[config.mk]
export PLATFORM = sky130hd
export DESIGN_NAME = ps2_scan_receiver
export DESIGN_NICKNAME = d
export VERILOG_FILES = /design/src/rtl/ps2_scan_receiver.sv
export SDC_FILE = /design/constraint.sdc
export NUM_CORES = 1
export LEC_CHECK = 0
export ABC_CLOCK_PERIOD_IN_PS = 4950
export BUFFER_PORTS_ARGS = -buffer_cell sky130_fd_sc_hd__clkbuf_2
export CORE_MARGIN = 4
export CORE_UTILIZATION = 25
export DETAILED_ROUTE_END_ITERATION = 16
export MAX_ROUTING_LAYER = met4
export PLACE_DENSITY = 0.42
export SYNTH_ARGS = -nofsm -noshare
export SYNTH_HDL_FRONTEND = slang
export SYNTH_SLANG_ARGS = --single-unit
[constraint.sdc]
create_clock -name Clock -period 4.95 [get_ports Clock]
set_clock_uncertainty 0.15 [all_clocks]
set_input_delay 0.2475 -clock Clock [delete_from_list [all_inputs] [get_ports Clock]]
set_output_delay 0.2475 -clock Clock [all_outputs]
set_load 0.05 [all_outputs]
[src/rtl/ps2_scan_receiver.sv]
// PS/2 host-side scan-code receiver: synchronises and de-glitches the PS/2 lines,
// deframes 11-bit frames and keeps the last two valid bytes.
module ps2_scan_receiver #(
  parameter int FILTER_LEN = 8,
  parameter int TIMEOUT    = 5000
) (
  input  logic       Clock,
  input  logic       Reset,
  input  logic       PS2Clk,
  input  logic       PS2Data,
  output logic [7:0] Actual,
  output logic [7:0] Anterior,
  output logic       ScanCodeType,
  output logic       FrameError,
  output logic       Busy
);

  localparam int FW = (FILTER_LEN > 1) ? $clog2(FILTER_LEN + 1) : 1;
  localparam int TW = $clog2(TIMEOUT + 1);

  typedef enum logic [1:0] {IDLE, DATA, PARITY, STOP} state_t;

  logic [1:0]    clk_sync, dat_sync;
  logic          clk_s, dat_s;
  logic [FW-1:0] flt_cnt;
  logic          flt_clk, flt_prev, fall;
  state_t        state;
  logic [2:0]    bit_cnt;
  logic [7:0]    shreg;
  logic          par_ok;
  logic [TW-1:0] tmo;

  // Both lines idle high, so the synchronisers reset to 1 to avoid a false edge.
  always_ff @(posedge Clock or posedge Reset) begin
    if (Reset) begin
      clk_sync <= 2'b11;
      dat_sync <= 2'b11;
    end else begin
      clk_sync <= {clk_sync[0], PS2Clk};
      dat_sync <= {dat_sync[0], PS2Data};
    end
  end

  assign clk_s = clk_sync[1];
  assign dat_s = dat_sync[1];

  // flt_cnt counts consecutive samples that disagree with the filtered clock;
  // the FILTER_LEN-th such sample flips it.
  always_ff @(posedge Clock or posedge Reset) begin
    if (Reset) begin
      flt_cnt  <= '0;
      flt_clk  <= 1'b1;
      flt_prev <= 1'b1;
    end else begin
      flt_prev <= flt_clk;
      if (clk_s == flt_clk) begin
        flt_cnt <= '0;
      end else if (flt_cnt == FW'(FILTER_LEN - 1)) begin
        flt_clk <= clk_s;
        flt_cnt <= '0;
      end else begin
        flt_cnt <= flt_cnt + FW'(1);
      end
    end
  end

  assign fall = flt_prev & ~flt_clk;
  assign Busy = (state != IDLE);

  always_ff @(posedge Clock or posedge Reset) begin
    if (Reset) begin
      state        <= IDLE;
      bit_cnt      <= '0;
      shreg        <= '0;
      par_ok       <= 1'b0;
      tmo          <= '0;
      Actual       <= '0;
      Anterior     <= '0;
      ScanCodeType <= 1'b0;
      FrameError   <= 1'b0;
    end else begin
      ScanCodeType <= 1'b0;
      FrameError   <= 1'b0;
      // An accepted edge takes priority over a simultaneous timeout.
      if (fall) begin
        tmo <= '0;
        case (state)
          IDLE: begin
            if (!dat_s) begin
              state   <= DATA;
              bit_cnt <= '0;
            end
          end
          DATA: begin
            shreg   <= {dat_s, shreg[7:1]};
            bit_cnt <= bit_cnt + 3'd1;
            if (bit_cnt == 3'd7) state <= PARITY;
          end
          PARITY: begin
            par_ok <= ^{shreg, dat_s};
            state  <= STOP;
          end
          STOP: begin
            if (dat_s && par_ok) begin
              Anterior     <= Actual;
              Actual       <= shreg;
              ScanCodeType <= 1'b1;
            end else begin
              FrameError <= 1'b1;
            end
            state <= IDLE;
          end
          default: state <= IDLE;
        endcase
      end else if (state == IDLE) begin
        tmo <= '0;
      end else if (tmo == TW'(TIMEOUT - 1)) begin
        state      <= IDLE;
        FrameError <= 1'b1;
        shreg      <= '0;
        tmo        <= '0;
      end else begin
        tmo <= tmo + TW'(1);
      end
    end
  end

endmodule

==> flow_summary.toml, run 1 <==
[worst_setup_path]
worstReg2RegEnd = "Anterior[6]"
reg2reg_from = "flt_prev"
crit_arrival_ns = 2.35
cp-start-kind = "flip-flop"
crit_chain = "nor2b_1 > nand4_2 > mux2_2"
r2r.worst_path.cells = 3
cp-end-kind = "flip-flop"
slowest_delay_ns = 0.56
crit_slowest_cell = "nand4_2"
critPathKind = "reg -> reg"
crit_fanout = 17
critPathRequiredTime_ns = 5.00
r2r_setup_slack_ns = 2.64

[finish]
fin_cells = 352
filler_cell_count = 954
drive_gt1_share_pct = 26.46
antenna_cells = 0
final_nets = 234
area_growth_pct = 17.01
fin_util_pct = 30.36

[die]
pin_count = 23
die_w_um = 106.4
die_height_um = 106.4
fp.dieArea_sq_um = 11320
rows = 35
start_util_pct = 25.94
core_sq_um = 9328

[yosys]
ys_warn_count = 0
netlist_area_sq_um = 2420
netlist.area_leader.share_pct = 50.67
synth_edf_count = 0
synth.ff_latch_count = 55
synth-seq-area-share_pct = 57.19
synth_ff_type = "dfrtp_1"
synthCells = 195
synth.top_cells.by_area = "dfrtp_1, mux2_2, dfstp_2"
synthArstFlopShare_pct = 100.0
syn_nets = 207
synth_cell_types = 37
synth_largest_area_cell = "dfrtp_1"
syn_area_per_cell_sq_um = 12.41

[routing]
drc = 0
drt_wl_total_um = 4158
wl_per_cell_um = 11.81
routed_via_density = 4.179
postRouteAntennaNets = 0
first_pass_iters = 4
dr_total_vias = 1471
drtIter0Drc = 69

[power]
peakVddDrop_v = 0.0001091
powerDensity_nw_per_um2 = 345.7
p_leak_uw = 0.001371

[sta]
grt_setup_unrepaired = "no"
period_share_pct = 46.57
hold_viol = 0
max_slew_margin_pct = 53.79
slew_violations = 0
setup_tns_ns = 0
setup_viol = 0
min_period_ns = 2.305
tightest_slew_ns = 0.6932
holdWs_ns = 0.2100
max_clock_freq_ghz = 0.4338

[worst_hold_path]
worstHoldPathType = "reg -> reg"
min_to = "clk_sync[1]"
min-delay-start = "clk_sync[0]"
hold_depth = 0

[clock_network]
post_cts_resized = 0
tritoncts = "built"
cts_root_buf = "clkbuf_8"
cts_buffers = 5
cts.clk_slew.worst_paths_ns = 0.09
clockBufferDepth = 2
clkLatencyLatePin_ns = 0.30
cts.htree.levels = 2
cts_sinks = 55

[placed_design]
hpwl_um = 2727
place.gp.congestion = 0.7253
port_buffers = 22
dp_cells = 341

[grt]
antenna_found_initial = 0
grt_pass1_wl_um = 7452
grt_pass1_vias = 1540
grt.total_usage_pct = 8.395
grt_max_degree = 56
gr-total-overflow = 0

[status]
outcome = "finished clean"

[job]
max-cap-violations = 0
logic make-up after synthesis:
group / after synthesis / synth area share, %
flip-flops: 55 / 57.19
AND/OR/NAND/NOR: 57 / 12.98
XOR/XNOR: 20 / 7.808
AO/OA/AOI/OAI: 23 / 7.084
adder cells (fa/ha/maj): 8 / 4.137
multiplexers: 18 / 8.325
buffers and inverters: 14 / 2.482
metrics by stage:
step           cell area [sq um]  total power (uW)  worst slack, ns
2_1_floorplan               2420             615.8            3.171
3_3_place_gp                2669             644.1            2.623
3_5_place_dp                2669             644.7            2.589
4_1_cts                     2831              1001            2.583
5_1_grt                     2831              1043            2.470
6_report                    2831             978.8            2.645
metal layers:
metal,vias up,track usage [%],share of wire [%]
met3,5,2.489,5.1
met5,-,-,0
li1,725,-,-
met2,24,12.26,43
met4,0,3.053,0.91
met1,717,11.04,51
state kept, by name, indices dropped and copies added, names as in the netlist, 2 cells and up:
signal    count
flt_cnt       4
Actual        8
tmo          13
shreg         8
Anterior      8
bit_cnt       3
dat_sync      2
clk_sync      2
state         2
synth_stat cells, types with 2 or more instances:
library cell / instances
a21oi_1: 2
nor3_1: 2
nand4_1: 5
buf_2: 3
a22oi_1: 5
and3_1: 2
nor2b_1: 3
ha_1: 8
nor2_1: 18
dfstp_2: 6
mux2_2: 17
a22o_1: 8
nand3_1: 4
o21ai_0: 4
xnor2_1: 7
nand2_1: 12
clkbuf_1: 2
dfrtp_1: 49
and2_1: 2
inv_1: 8
xor2_1: 12
cell type report:
type | count | area, sq um | area share, %
tap | 129 | 161.4 | 5.700
clock inverter | 2 | 60.06 | 2.121
sequential | 55 | 1384 | 48.87
clock buffer | 6 | 72.57 | 2.563
inverter | 8 | 30.03 | 1.061
multi-input combinational | 126 | 975.9 | 34.47
timing repair buffer | 26 | 147.6 | 5.214
layout by cell type, fill, tap and decap left out, types with 2 or more instances in the layout:
cell and count:
and3_1 2, nor2b_1 3, clkbuf_2 22, o21ai_0 4, nand4_1 5, dfstp_2 6, nor2_1 18, ha_1 8
mux2_2 17, a22o_1 8, nand3_1 4, bufinv_16 2, dlygate4sd3_1 3, xnor2_1 7, nor3_1 2, a22oi_1 5
and2_1 2, inv_1 7, a21oi_1 2, nand2_1 12, clkbuf_8 5, dfrtp_1 49, xor2_1 12
worst max-delay path by stage:
stage / startpoint / endpoint / slack (ns)
after CTS: flt_prev / Anterior[2] / 2.58
final: flt_prev / Anterior[6] / 2.64
after floorplan: flt_prev / Actual[7] / 3.17
after detailed placement: flt_prev / Anterior[6] / 2.59
after global routing: flt_prev / Actual[1] / 2.47
after global placement: flt_prev / Anterior[7] / 2.62
critical path: cells and delay by family, from the launching register on:
kind,cells,cell delay [ns]
flops,1,0.54
mux,1,0.46
simple gates,2,1.05
power by group:
group	total [uW]	switching, uW	internal (uW)
sequential	506	24.3	482
clock	345	143	202
combinational	128	80.9	46.9
what timing repair did:
| item | in CTS | in global routing |
|---|---|---|
| hold buffers | 3 | 0 |
| buffers inserted | 0 | 0 |
| hold endpoints to repair | 51 | 0 |
Note: power is estimated with default switching activity, not from simulation.
==> inputs of run 2 (changes only) <==
Settings changed: ABC_CLOCK_PERIOD_IN_PS 4950 to 2100, PLACE_DENSITY 0.42 to 0.44.
Clock period 4.95 ns to 2.1 ns, I/O delays scaled along.
==> run 2 against run 1 <==
Effect of this change: power rose by 140%; critical path depth rose by 1; wire length fell by 0.51%; utilization grew 0.67 points; sequential share of layout area down 1.1 points; first-iteration DRC count is 23% lower; clock-buffer cell count stayed put; final area increased by 2.2%; combinational power grew to 2.7 times the previous value; flip-flop and latch count unchanged; global-route usage hardly changed; highest routed layer unchanged.
==> flow_summary.toml, run 2 (same netlist as run 1, synthesis figures left out) <==
[grt]
antenna_found_initial = 0
grt_pass1_wl_um = 7500
gr-total-overflow = 0
grt_pass1_vias = 1563
grt_max_degree = 56
grt.total_usage_pct = 8.385

[power]
powerDensity_nw_per_um2 = 808.8
pwr-share-clk_pct = 34.3
seqPwrFrac_pct = 50.9
combPwrFrac_pct = 14.8
swShare_pct = 24.87
intPower_uw = 1759
p_switching_uw = 582.0
p_leak_uw = 0.001407
peakVddDrop_v = 0.0003207

[finish]
area_growth_pct = 19.60
mostFrequentLayoutCells = "dfrtp_1, clkbuf_2, nor2_1"
largest_register = "tmo"
final_nets = 239
drive_gt1_share_pct = 28.07
largest_reg_flops = 13
seqCellArea_sq_um = 1384
filler_cell_count = 971
design_area_sq_um = 2894
fin_cells = 357
layout_commonest_cell = "dfrtp_1"
multi_input_area_sq_um = 975.9
antenna_cells = 0

[clock_network]
cts_root_buf = "clkbuf_8"
clockBufferDepth = 2
post_cts_resized = 0
cts_buffers = 5
post_cts_buffers = 0
clkLatencyLatePin_ns = 0.30
ctsHoldBuffers = 3
cts.clk_slew.worst_paths_ns = 0.09
cts.htree.levels = 2
cts_sinks = 55
tritoncts = "built"

[sta]
hold_viol = 0
tightest_slew_ns = 0.4269
max_clock_freq_ghz = 0.5354
holdWs_ns = 0.2110
grt_setup_unrepaired = "no"
setup_tns_ns = 0
slew_violations = 0
max_slew_margin_pct = 71.48
period_share_pct = 88.95
setup_viol = 0
min_period_ns = 1.868

[worst_setup_path]
worstReg2RegEnd = "state[1]"
crit_arrival_ns = 1.91
r2r.worst_path.cells = 4
reg2reg_from = "tmo[5]"
cp-end-kind = "flip-flop"
crit_fanout = 4
critPathRequiredTime_ns = 2.14
cp-start-kind = "flip-flop"
r2r_setup_slack_ns = 0.23
critPathKind = "reg -> reg"
slowest_delay_ns = 0.56
crit_chain = "or4b_4 > nor3_4 > o21ai_0 > a32o_1"
crit_slowest_cell = "or4b_4"

[routing]
postRouteAntennaNets = 0
drtIter0Drc = 53
wl_per_cell_um = 11.59
dr_total_vias = 1507
drt_wl_total_um = 4137
routed_via_density = 4.221
first_pass_iters = 4
drc = 0

[die]
die_height_um = 106.4
die_w_um = 106.4
fp.dieArea_sq_um = 11320
start_util_pct = 25.94
core_sq_um = 9328
rows = 35
pin_count = 23

[worst_hold_path]
min_to = "clk_sync[1]"
min-delay-start = "clk_sync[0]"
hold_depth = 0
worstHoldPathType = "reg -> reg"

[placed_design]
hpwl_um = 2802
place.gp.congestion = 0.7095
port_buffers = 22
dp_cells = 346
place_area_sq_um = 2731

[job]
max-cap-violations = 0

[status]
outcome = "finished clean"
==> run 2: cell count changes in the layout (fill, tap and decap cells not counted) <==
cell / previous run / this run
buf_12: 0 / 2
buf_4: 1 / 4
==> run 2: metrics by stage <==
stage	setup slack (ns)	util (%)	total power, uW
after CTS	0.2075	31.03	2394
final	0.2321	31.03	2341
after floorplan	0.3212	-	1452
after global routing	0.09551	31.03	2486
after global placement	0.2314	29.28	1558
after detailed placement	0.2311	29.28	1563
==> run 2: power groups by stage <==
stage	clock network (uW)	logic, uW	registers, uW
floorplan	0	255	1200
global placement	0	348	1210
detailed placement	0	349	1210
CTS	844	356	1190
global route	886	395	1200
finish	804	345	1190
==> run 2: cell type report <==
type,instances,share of cell area [%]
flip-flops and latches,55,47.82
well taps,129,5.577
multi-input cells,126,33.72
clock buffers,6,2.508
inverters,8,1.038
clock inverters,2,2.075
repair buffers,31,7.263
==> run 2: layer usage <==
layer | up-vias | part of all wire (%) | track usage (%)
met5 | - | 0 | -
met4 | 0 | 1.7 | 3.053
met3 | 4 | 4.1 | 2.307
met2 | 25 | 46 | 12.90
met1 | 740 | 48 | 10.60
li1 | 738 | - | -
==> run 2: worst max-delay path: cells and delay by family (launching register included) <==
family / cells / cell delay, ns
compound gates: 2 / 0.38
flops: 1 / 0.42
simple gates: 2 / 0.82
==> run 2: worst max-delay path by stage <==
stage / start / endpoint / slack [ns] / cells after the start
detailed placement: tmo[5] / tmo[7] / 0.23 / 5
CTS: tmo[5] / state[1] / 0.21 / 4
global placement: tmo[5] / tmo[3] / 0.23 / 5
finish: tmo[5] / state[1] / 0.23 / 4
floorplan: flt_prev / Actual[7] / 0.32 / 5
global route: flt_prev / state[1] / 0.1 / 4
